File: src/rtl/cache_ctrl_pkg.sv
// Shared types and defaults for the cache controller's request path.
// The word packer imports the FSM state enum and the width helpers from here.
package cache_ctrl_pkg;

  typedef enum logic [1:0] {
    FETCH   = 2'd0,
    CAPTURE = 2'd1,
    HOLD    = 2'd2
  } state_t;

  localparam int DEF_BYTE_W = 8;
  localparam int DEF_NBYTES = 4;

  // Byte counts run 0..nbytes inclusive, so one bit more than log2.
  function automatic int wb_width(input int nbytes);
    return $clog2(nbytes) + 1;
  endfunction

  localparam int DEF_WB_W = wb_width(DEF_NBYTES);

endpackage

File: src/rtl/queue_word_packer.sv
// Pops bytes from the request queue and packs them little-endian into words
// for the cache request decoder; a flush emits a partially filled word.
module queue_word_packer
  import cache_ctrl_pkg::*;
#(
  parameter int BYTE_W = DEF_BYTE_W,
  parameter int NBYTES = DEF_NBYTES,
  localparam int WB_W  = wb_width(NBYTES),
  localparam int WORD_W = BYTE_W * NBYTES
) (
  input  logic              clk,
  input  logic              rst,
  input  logic              q_empty,
  input  logic [BYTE_W-1:0] q_data,
  output logic              q_read_en,
  input  logic              flush,
  output logic [WORD_W-1:0] word_data,
  output logic [WB_W-1:0]   word_bytes,
  output logic              word_valid,
  input  logic              word_ready,
  output logic              busy,
  output state_t            dbg_state
);

  // Handshakes: the queue pops on a cycle with q_read_en high and returns the
  // byte on q_data one cycle later; a word transfers on any rising clk edge
  // where word_valid && word_ready, and word_data/word_bytes hold until then.

  state_t          state;
  logic [WB_W-1:0] byte_cnt;
  logic            flush_pending;

  assign flush_pending = flush && (byte_cnt != '0);

  // A flush with pending bytes blocks the pop so the queued byte starts the next word.
  assign q_read_en = !rst && (state == FETCH) && !q_empty && !flush_pending;
  assign busy      = (byte_cnt != '0) || word_valid;
  assign dbg_state = state;

  always_ff @(posedge clk) begin
    if (rst) begin
      state      <= FETCH;
      byte_cnt   <= '0;
      word_data  <= '0;
      word_bytes <= '0;
      word_valid <= 1'b0;
    end else begin
      case (state)
        FETCH: begin
          if (flush_pending) begin
            state      <= HOLD;
            word_bytes <= byte_cnt;
            word_valid <= 1'b1;
          end else if (!q_empty) begin
            state <= CAPTURE;
          end
        end
        CAPTURE: begin
          for (int i = 0; i < NBYTES; i++) begin
            if (byte_cnt == WB_W'(i)) word_data[i*BYTE_W +: BYTE_W] <= q_data;
          end
          byte_cnt <= byte_cnt + WB_W'(1);
          if (byte_cnt == WB_W'(NBYTES - 1)) begin
            state      <= HOLD;
            word_bytes <= WB_W'(NBYTES);
            word_valid <= 1'b1;
          end else begin
            state <= FETCH;
          end
        end
        HOLD: begin
          if (word_ready) begin
            state      <= FETCH;
            byte_cnt   <= '0;
            word_data  <= '0;
            word_valid <= 1'b0;
          end
        end
        default: state <= FETCH;
      endcase
    end
  end

  pop_on_empty: assert property (@(posedge clk) disable iff (rst) !(q_read_en && q_empty));

endmodule

File: config.mk
export PLATFORM = sky130hd
export DESIGN_NAME = queue_word_packer
export DESIGN_NICKNAME = d
export VERILOG_FILES = /design/src/rtl/cache_ctrl_pkg.sv /design/src/rtl/queue_word_packer.sv
export SDC_FILE = /design/constraint.sdc
export NUM_CORES = 1
export LEC_CHECK = 0
export ABC_AREA = 1
export BUFFER_PORTS_ARGS = -buffer_cell sky130_fd_sc_hd__buf_2
export CORE_MARGIN = 5
export CORE_UTILIZATION = 48
export CTS_BUF_LIST = sky130_fd_sc_hd__clkbuf_8
export DETAILED_ROUTE_END_ITERATION = 10
export GPL_TIMING_DRIVEN = 0
export HOLD_SLACK_MARGIN = 0.03
export PLACE_DENSITY_LB_ADDON = 0.12
export SLEW_MARGIN = 20
export SYNTH_ARGS = -nofsm -noshare
export SYNTH_HDL_FRONTEND = slang
export SYNTH_SLANG_ARGS = --single-unit
File: constraint.sdc
create_clock -name clk -period 1.35 [get_ports clk]
set_input_delay 0.0675 -clock clk [delete_from_list [all_inputs] [get_ports clk]]
set_output_delay 0.0675 -clock clk [all_outputs]
set_load 0.01 [all_outputs]
# ---- Yosys cells after proc, flatten, opt, wreduce, memory -nomap -nowiden
# Cells that the tools add are included.
dict set report op_classes {
  n_addsub 1
  n_eq_ne 12
  muxes 20
  reduce_logical 22
}
# cell count
set ops {}
lappend ops {{32-bit one-hot mux with 2 select lines} 1}
lappend ops {{32-bit two-way mux} 1}
lappend ops {{8-bit two-way mux} 4}
lappend ops {{3-bit AND reduction} 5}
lappend ops {{2-bit inequality test (second input constant)} 6}
lappend ops {{3-bit one-hot mux with 2 select lines} 2}
lappend ops {{3-bit two-way mux} 3}
lappend ops {{2-bit two-way mux} 4}
lappend ops {{3-bit by 2-bit == test with 1-bit output (second input constant)} 2}
lappend ops {{2-bit one-hot mux with 3 select lines} 1}
lappend ops {{3-bit nonzero test} 2}
lappend ops {{1-bit logical AND} 4}
lappend ops {{2-bit AND reduction} 2}
lappend ops {{4-bit AND reduction} 1}
lappend ops {{2-bit nonzero test} 2}
lappend ops {{3-bit by 1-bit adder with 3-bit output (second input constant)} 1}
lappend ops {{3-bit by 1-bit == test with 1-bit output (second input constant)} 1}
lappend ops {{1-bit zero test} 3}
lappend ops {{3-bit zero test} 1}
lappend ops {{1-bit two-way mux} 3}
lappend ops {{3-bit inequality test (second input constant)} 1}
lappend ops {{1-bit one-hot mux with 3 select lines} 1}
lappend ops {{2-bit by 1-bit == test with 1-bit output (second input constant)} 1}
lappend ops {{2-bit == test (second input constant)} 1}
lappend ops {{2 further kinds} 2}
dict set report totals {
  ff_bits 41
  input_bits 13
}

# ---- Depth between registers and ports, before layout
# Gate-level depths: netlist (run 1).
dict set report logic_depth {
  word_depth 4
  ltp_mapped 8
  mapped_depth_nobuf 8
}

# ---- Worst setup path before layout (run 1)
# No wires, ideal clock.
dict set report synth_path {
  path_type {flip-flop to flip-flop}
  from {register byte_cnt[0]}
  to {register word_data[0]}
  setup_time_ns 0.113
  t_arrival_ns 1.154
  t_required_ns 1.237
  slack_ns 0.083
  stages_incl_launch_ff 9
  path_buffers 0
  synth_period_minus_slack_ns 1.267
  cell_sequence {dfxtp_1 inv_1 ha_1 nand2_1 inv_1 nand2_2 nand3b_1 nand2_1 nor2_1}
}
dict set report synth_between {
  elab_chain_len 3
}
# element line
set synth_rtl {}
lappend synth_rtl {{from (decl)} queue_word_packer.sv:30} ;# logic [WB_W-1:0] byte_cnt;
lappend synth_rtl {{from (signal assigned)} queue_word_packer.sv:62} ;# byte_cnt <= byte_cnt + WB_W'(1);
lappend synth_rtl {{3-bit zero test} queue_word_packer.sv:60} ;# if (byte_cnt == WB_W'(i)) word_data[i*BYTE_W +: BYTE_W] <= q_data;
lappend synth_rtl {{2-bit inequality test (no source line)} -}
lappend synth_rtl {{3-bit AND reduction (no source line)} -}
lappend synth_rtl {{to (signal, indexed assignment)} queue_word_packer.sv:60}
lappend synth_rtl {{to (decl)} queue_word_packer.sv:17} ;# output logic [WORD_W-1:0] word_data,
# No other way between the ends.
# A chain may end at the register's enable or synchronous reset.

# ---- Worst setup path in the final report (run 1)
dict set report layout_path {
  from {register byte_cnt[1]}
  to {register state[1], in the netlist dbg_state[1]}
}
dict set report layout_between {
  elab_chain_len 4
}
# element line
set layout_rtl {}
lappend layout_rtl {{3-bit nonzero test} queue_word_packer.sv:33} ;# assign flush_pending = flush && (byte_cnt != '0);
lappend layout_rtl {{1-bit logical AND} queue_word_packer.sv:33}
lappend layout_rtl {{2-bit two-way mux or 3-bit inequality test (tied branches)} -}
lappend layout_rtl {{2-bit one-hot mux with 3 select lines or 2-bit AND reduction (tied branches)} -}
lappend layout_rtl {{to (signal assigned)} queue_word_packer.sv:42} ;# state <= FETCH;
lappend layout_rtl {{to (signal assigned)} queue_word_packer.sv:51} ;# state <= HOLD;
lappend layout_rtl {{to (signal assigned)} queue_word_packer.sv:55} ;# state <= CAPTURE;
lappend layout_rtl {{to (decl)} queue_word_packer.sv:29} ;# state_t state;
# Several ways; a longest one is shown, not always the timed one.

==> results.sh, run 1 <==
export IMPL_status="complete, but fails checks"
export IMPL_violations="negative setup slack"
export IMPL_die_area_um2=5122
export IMPL_cts_tree="built"
export IMPL_grt_overflow=0
export IMPL_ant_nets=0
export IMPL_area_growth_pct=41.61
export IMPL_hold_class="in2reg"
export IMPL_ys_ff_latch=41
export IMPL_maxCapViolCount=0
export IMPL_numCtsBuffers=5
export IMPL_routed_via_density=5.310
export IMPL_worstSkewPairLatency_ps=300
export IMPL_crit_start="byte_cnt[1]"
export IMPL_maxSlewViolCount=0
export IMPL_crit_path_end="dbg_state[1]"
export IMPL_yosys_warnings=0
export IMPL_peakVddDrop_mv=0.7899
export IMPL_worstPathArrival_ps=1610
export IMPL_track_usage_pct=20.70
export IMPL_wl_per_cell_um=15.02
export IMPL_numClockSinks=41
export IMPL_syn_area_per_cell_um2=7.644
export IMPL_synth_area_top_cells="dfxtp_1, nand2_1, a21oi_1"
export IMPL_drtIter0Drc=158
export IMPL_rsz0062_at_grt="true"
export IMPL_synth_area_um2=1819
export IMPL_synth_cell_types=21
export IMPL_grt_max_degree=15
export IMPL_initial_utilization_pct=49.69
export IMPL_fin_crit_ps=1410
export IMPL_die_width_um=71.57
export IMPL_antenna_found_initial=0
export IMPL_synth_net_count=256
export IMPL_worstMarginPinSlew_ps=594.2
export IMPL_num_vias=1901
export IMPL_cp_slowest_cell="dfxtp_2"
export IMPL_leakage_nw=1.182
export IMPL_io_pins=53
export IMPL_synth_top_area_share_pct=45.12
export IMPL_post_route_drc_count=0
export IMPL_cp_start_kind="flip-flop"
export IMPL_p_total_mw=2.859
export IMPL_multiInputGateArea_um2=1026
export IMPL_critical_path_max_stage_delay_ps=340
export IMPL_syn_instance_count=238
export IMPL_rows=22
export IMPL_root_buffer="clkbuf_8"
export IMPL_setup_ws_ps=-60.09
export IMPL_slew_headroom_pct=60.39
export IMPL_drt_pass1_iter_count=4
export IMPL_end_kind="flip-flop"
export IMPL_cts_max_level=2
export IMPL_timing_final_crit_share_pct=104.5
export IMPL_critPathRequiredTime_ps=1550
export IMPL_cellPowerDensity_nw_per_um2=1110
export IMPL_fin_nets=327
export IMPL_grt_pass1_vias=1781
export IMPL_r2r_cells=8
export IMPL_dp_hpwl_mm=3.437
export IMPL_routabilityCongestion=0.8682
export IMPL_clk_path_buf_depth=2
export IMPL_ys_seq_area_share_pct=45.12
export IMPL_drive_gt1_share_pct=37.74
export IMPL_finalCoreUtilization_pct=70.37
export IMPL_core_um2=3661
export IMPL_fillers=300
export IMPL_diodes=0
export IMPL_crit_chain="inv_2 -> ha_4 -> nand2_4 -> buf_4 -> nand3_1 -> nand2_1 -> o21ai_0 -> inv_1"
export IMPL_r2r_end="dbg_state[1]"
export IMPL_r2r_slack_ps=-60
export IMPL_report_final_hold_viol_count=0
export IMPL_worstSetupPathType="reg2reg"
export IMPL_finClkSkew_ps=9.151
export IMPL_grt_pass1_wl_mm=8.390
export IMPL_fmax_mhz=709.2
export IMPL_drt_wl_total_mm=5.376
export IMPL_r2r_start="byte_cnt[1]"
export IMPL_clk_pin_slew_worst_paths_ps=90
export IMPL_die_y_um=71.57
export IMPL_portBuffers=51
export IMPL_register_area_um2=830.8
export IMPL_setup_viol=7
export IMPL_crit_fanout=5
export IMPL_yosys_area_top_type="dfxtp_1"
-- repair_timing --
action / in CTS / in global routing
resized for setup: 27 / 30
gates cloned: 1 / 0
pin swaps: 6 / 15
endpoints found under the hold margin: 3 / 1
hold buffers: 3 / 1
setup buffers: 7 / 1
endpoints found under the setup margin: 37 / 32
-- registers in the layout, summed over array words and instances (netlist names) --
register and flops:
byte_cnt 3, dbg_state 2, word_bytes 3, word_data 32, word_valid 1
-- layer usage --
layer,part of all wire (%),vias to the layer above,global-route usage [%]
li1,-,921,-
met1,42,881,27.43
met2,47,81,32.55
met3,7.4,18,4.488
met4,2.9,0,8.559
met5,0,-,0
-- worst max-delay path: cells and delay by family (launching register included) --
kind / cells / cell delay (ps)
AND/OR/NAND/NOR: 3 / 360
buffers and inverters: 3 / 280
AO/OA/AOI/OAI: 1 / 180
adder cells (fa/ha/maj): 1 / 150
flip-flops: 1 / 340
-- area by class of cell --
type | instances | area share, %
Buffer | 9 | 3.108
Timing Repair Buffer | 64 | 14.52
Tap cell | 48 | 2.331
Inverter | 22 | 3.497
Clock inverter | 3 | 1.797
Multi-Input combinational cell | 166 | 39.83
Sequential cell | 41 | 32.25
Clock buffer | 5 | 2.671
-- logic make-up (layout without fill, tap and decap cells) --
family	after synthesis	in the layout	share of synthesized area, %
AO/OA/AOI/OAI	35	35	9.629
adder cells (fa/ha/maj)	5	5	3.439
buffers and inverters	31	103	8.252
flip-flops	41	41	45.12
AND/OR/NAND/NOR	126	126	33.56
-- power breakdown --
| part | leakage [nW] | switching (mW) | internal (mW) | total, mW |
|---|---|---|---|---|
| clock network | 0.0543 | 0.464 | 0.554 | 1.02 |
| registers | 0.334 | 0.0294 | 1.26 | 1.29 |
| logic | 0.793 | 0.340 | 0.213 | 0.553 |
| total | 1.18 | 0.833 | 2.03 | 2.86 |
-- cells in the mapped netlist --
cell      count
buf_4         1
nand3_1      33
nor3_1        3
inv_1        18
clkbuf_1      4
nor2_4        3
nand2_4       2
ha_1          5
nor2_8        1
nand3b_1      5
o21ai_0       2
nand2_1      48
nand4_1       5
buf_6         4
inv_2         3
a21oi_1      33
nor2_1       23
nor2_2        1
nand2_2       2
dfxtp_1      41
clkinv_1      1
-- worst min path at each step --
stage          startpoint  cells past startpoint  slack, ps       endpoint
6_report        q_data[1]                      3         50  word_data[25]
5_1_grt         q_data[1]                      3         50  word_data[25]
4_1_cts         q_data[2]                      3         30  word_data[26]
3_5_place_dp      q_empty                      2        250   dbg_state[0]
3_3_place_gp      q_empty                      2        250   dbg_state[0]
2_1_floorplan     q_empty                      1        150   dbg_state[0]
-- cells in the final DEF (no fill, tap or decap), types with 3 or more instances in the layout --
master,instances
nand3_2,7
dfxtp_1,37
nand3_1,26
buf_4,6
inv_1,16
clkbuf_1,4
buf_6,7
a21oi_2,7
nand2_1,43
nor2_1,20
dlygate4sd3_1,4
a21oi_1,26
nand3b_1,5
nand2_4,7
nand4_1,5
ha_4,3
inv_4,3
clkbuf_8,5
nor2_4,6
buf_2,51
-- metrics by stage --
| stage | setup slack (ps) | hold WS [ps] | instance area (µm²) | cells | setup TNS, ps |
|---|---|---|---|---|---|
| final | -60.09 | 50.13 | 2576 | 358 | -143.1 |
| after global routing | -168.3 | 46.49 | 2576 | 358 | -1276 |
| after CTS | -67.74 | 34.31 | 2416 | 356 | -124.5 |
| after detailed placement | -116.4 | 253.7 | 2135 | 337 | -1503 |
| after global placement | -72.06 | 250.6 | 2135 | 337 | -589.6 |
| after floorplan | 82.87 | 146.8 | 1819 | 238 | 0 |
Note: power is estimated with default switching activity, not from simulation.
==> run 2: changes to the inputs <==
--- a/config.mk
+++ b/config.mk
@@ -8,12 +8,12 @@
 export ABC_AREA = 1
 export BUFFER_PORTS_ARGS = -buffer_cell sky130_fd_sc_hd__buf_2
 export CORE_MARGIN = 5
-export CORE_UTILIZATION = 48
-export CTS_BUF_LIST = sky130_fd_sc_hd__clkbuf_8
+export CORE_UTILIZATION = 46
 export DETAILED_ROUTE_END_ITERATION = 10
 export GPL_TIMING_DRIVEN = 0
 export HOLD_SLACK_MARGIN = 0.03
 export PLACE_DENSITY_LB_ADDON = 0.12
+export REMOVE_ABC_BUFFERS = 1
 export SLEW_MARGIN = 20
 export SYNTH_ARGS = -nofsm -noshare
 export SYNTH_HDL_FRONTEND = slang
==> run 2 against run 1 <==
The run now ends clean. Die area is 3.7% higher. Cell count is 1.7% lower. Wire length is 11% lower. Sequential cell count stayed put. Global-route usage is 2.9 points lower. Setup slack better by 78 ps. Critical path type is now reg2out. Largest cell class unchanged.
==> results.sh, run 2 (synthesized netlist as in run 1, its figures left out) <==
export IMPL_status="finished clean"
export IMPL_io_pins=53
export IMPL_p_total_mw=2.598
export IMPL_highest_layer="met4"
export IMPL_cts_max_level=2
export IMPL_leakage_nw=1.153
export IMPL_die_width_um=72.89
export IMPL_num_vias=1782
export IMPL_wl_per_cell_um=13.57
export IMPL_route_met3_wl_um=310
export IMPL_grt_overflow=0
export IMPL_cp_common_cell="nand2_2"
export IMPL_layout_common_cells="buf_2, nand2_1, dfxtp_1"
export IMPL_antenna_found_initial=0
export IMPL_numCtsBuffers=5
export IMPL_hold_path_end="word_data[26]"
export IMPL_drt_wl_total_mm=4.775
export IMPL_cts_tree="built"
export IMPL_top_register="word_data"
export IMPL_dp_hpwl_mm=3.067
export IMPL_critical_path_max_stage_delay_ps=360
export IMPL_area_growth_pct=33.63
export IMPL_end_kind="output port"
export IMPL_fmax_mhz=750.8
export IMPL_clockPowerShare_pct=30.0
export IMPL_maxCapViolCount=0
export IMPL_core_um2=3744
export IMPL_die_y_um=72.89
export IMPL_worstPathArrival_ps=1260
export IMPL_track_usage_pct=17.76
export IMPL_diodes=0
export IMPL_grt_pass1_wl_mm=7.521
export IMPL_routabilityCongestion=0.8349
export IMPL_r2r_start="dbg_state[0]"
export IMPL_cp_slowest_cell="dfxtp_4"
export IMPL_slew_headroom_pct=59.26
export IMPL_final_area_um2=2431
export IMPL_largest_register_ffs=32
export IMPL_rows=22
export IMPL_setup_viol=0
export IMPL_initial_utilization_pct=48.60
export IMPL_fillers=345
export IMPL_rsz0062_at_grt="true"
export IMPL_finClkSkew_ps=3.528
export IMPL_worstSkewPairLatency_ps=280
export IMPL_fin_crit_ps=1332
export IMPL_numClockSinks=41
export IMPL_wl_met2_mm=2.104
export IMPL_cellPowerDensity_nw_per_um2=1068
export IMPL_critPathRequiredTime_ps=1280
export IMPL_drt_pass1_iter_count=4
export IMPL_p_sw_share_pct=27.80
export IMPL_crit_chain="inv_4 -> ha_4 -> nand2_4 -> nand2_2 -> nand2_2 -> nor3_2 -> buf_2"
export IMPL_report_final_hold_viol_count=0
export IMPL_root_buffer="clkbuf_8"
export IMPL_r2r_slack_ps=50
export IMPL_maxSlewViolCount=0
export IMPL_crit_fanout=4
export IMPL_clk_path_buf_depth=2
export IMPL_final_common_cell="buf_2"
export IMPL_drive_gt1_share_pct=33.55
export IMPL_grt_pass1_vias=1619
export IMPL_switchingPower_mw=0.7220
export IMPL_p_seq_share_pct=49.7
export IMPL_drtIter0Drc=119
export IMPL_worstHoldPathCells=3
export IMPL_fin_nets=322
export IMPL_routed_via_density=5.063
export IMPL_r2r_end="word_bytes[2]"
export IMPL_worstMarginPinSlew_ps=611.2
export IMPL_holdCritStartpoint="q_data[2]"
export IMPL_die_area_um2=5312
export IMPL_peakVddDrop_mv=0.7574
export IMPL_timing_final_crit_share_pct=98.66
export IMPL_crit_start="byte_cnt[1]"
export IMPL_clk_pin_slew_worst_paths_ps=70
export IMPL_r2r_cells=6
export IMPL_ant_nets=0
export IMPL_grt_max_degree=36
export IMPL_wl_met1_mm=2.321
export IMPL_postPlaceCellArea_um2=2072
export IMPL_hold_class="in2reg"
export IMPL_cp_start_kind="flip-flop"
export IMPL_post_route_drc_count=0
export IMPL_worstSetupPathType="reg2out"
export IMPL_p_comb_share_pct=20.3
export IMPL_internal_power_mw=1.876
export IMPL_portBuffers=52
export IMPL_largestRegisters="word_data (32), byte_cnt (3), word_bytes (3)"
==> run 2: per-stage QoR <==
stage,setup TNS [ps],setup WS (ps),utilization (%),std cells,hold WS [ps]
finish,0,18.02,64.94,352,46.67
global route,-1021,-88.56,64.94,352,46.89
CTS,-165.8,-67.32,61.56,345,38.04
detailed placement,-7137,-295.1,55.35,329,253.5
global placement,-6481,-270.7,55.35,329,247.5
floorplan,-510.1,-61.22,-,229,136.6
==> run 2: cell type report <==
class | count | area, µm² | area share (%)
Tap cell | 48 | 60.06 | 2.470
Multi-Input combinational cell | 168 | 965.9 | 39.73
Clock buffer | 7 | 86.33 | 3.551
Inverter | 22 | 92.59 | 3.809
Timing Repair Buffer | 66 | 392.9 | 16.16
Sequential cell | 41 | 833.3 | 34.28
==> run 2: worst max-delay path by stage <==
stage / cells after the start / end / slack [ps]
4_1_cts: 7 / q_read_en / -70
5_1_grt: 7 / word_data[12] / -90
3_5_place_dp: 6 / word_data[28] / -300
6_report: 7 / q_read_en / 20
3_3_place_gp: 6 / word_data[25] / -270
2_1_floorplan: 6 / word_data[24] / -60
==> run 2: worst max-delay path: cells and delay by family (launching register included) <==
kind,cells,cell delay (ps)
adders and majority gates,1,130
and+or+nand+nor,4,290
buffers and inverters,2,210
DFF,1,360
==> run 2: what timing repair did <==
action | 4_1_cts | 5_1_grt
endpoints found under the hold margin | 1 | 0
cloned | 1 | 1
gates resized for setup | 25 | 10
setup buffers | 7 | 6
setup endpoints to repair | 42 | 41
hold buffers | 1 | 0
pin swaps | 3 | 4
==> run 2: layer usage <==
| metal | track usage (%) | vias up |
|---|---|---|
| met4 | 4.918 | 0 |
| met5 | 0 | - |
| met1 | 25.74 | 816 |
| li1 | - | 911 |
| met3 | 4.408 | 4 |
| met2 | 26.05 | 51 |
==> run 2: power by group through the flow <==
| stage | clock network (mW) | registers (mW) | logic (mW) |
|---|---|---|---|
| floorplan | 0 | 1.34 | 0.222 |
| global placement | 0 | 1.33 | 0.384 |
| detailed placement | 0 | 1.33 | 0.386 |
| CTS | 0.813 | 1.30 | 0.455 |
| global route | 0.873 | 1.30 | 0.587 |
| finish | 0.779 | 1.29 | 0.527 |
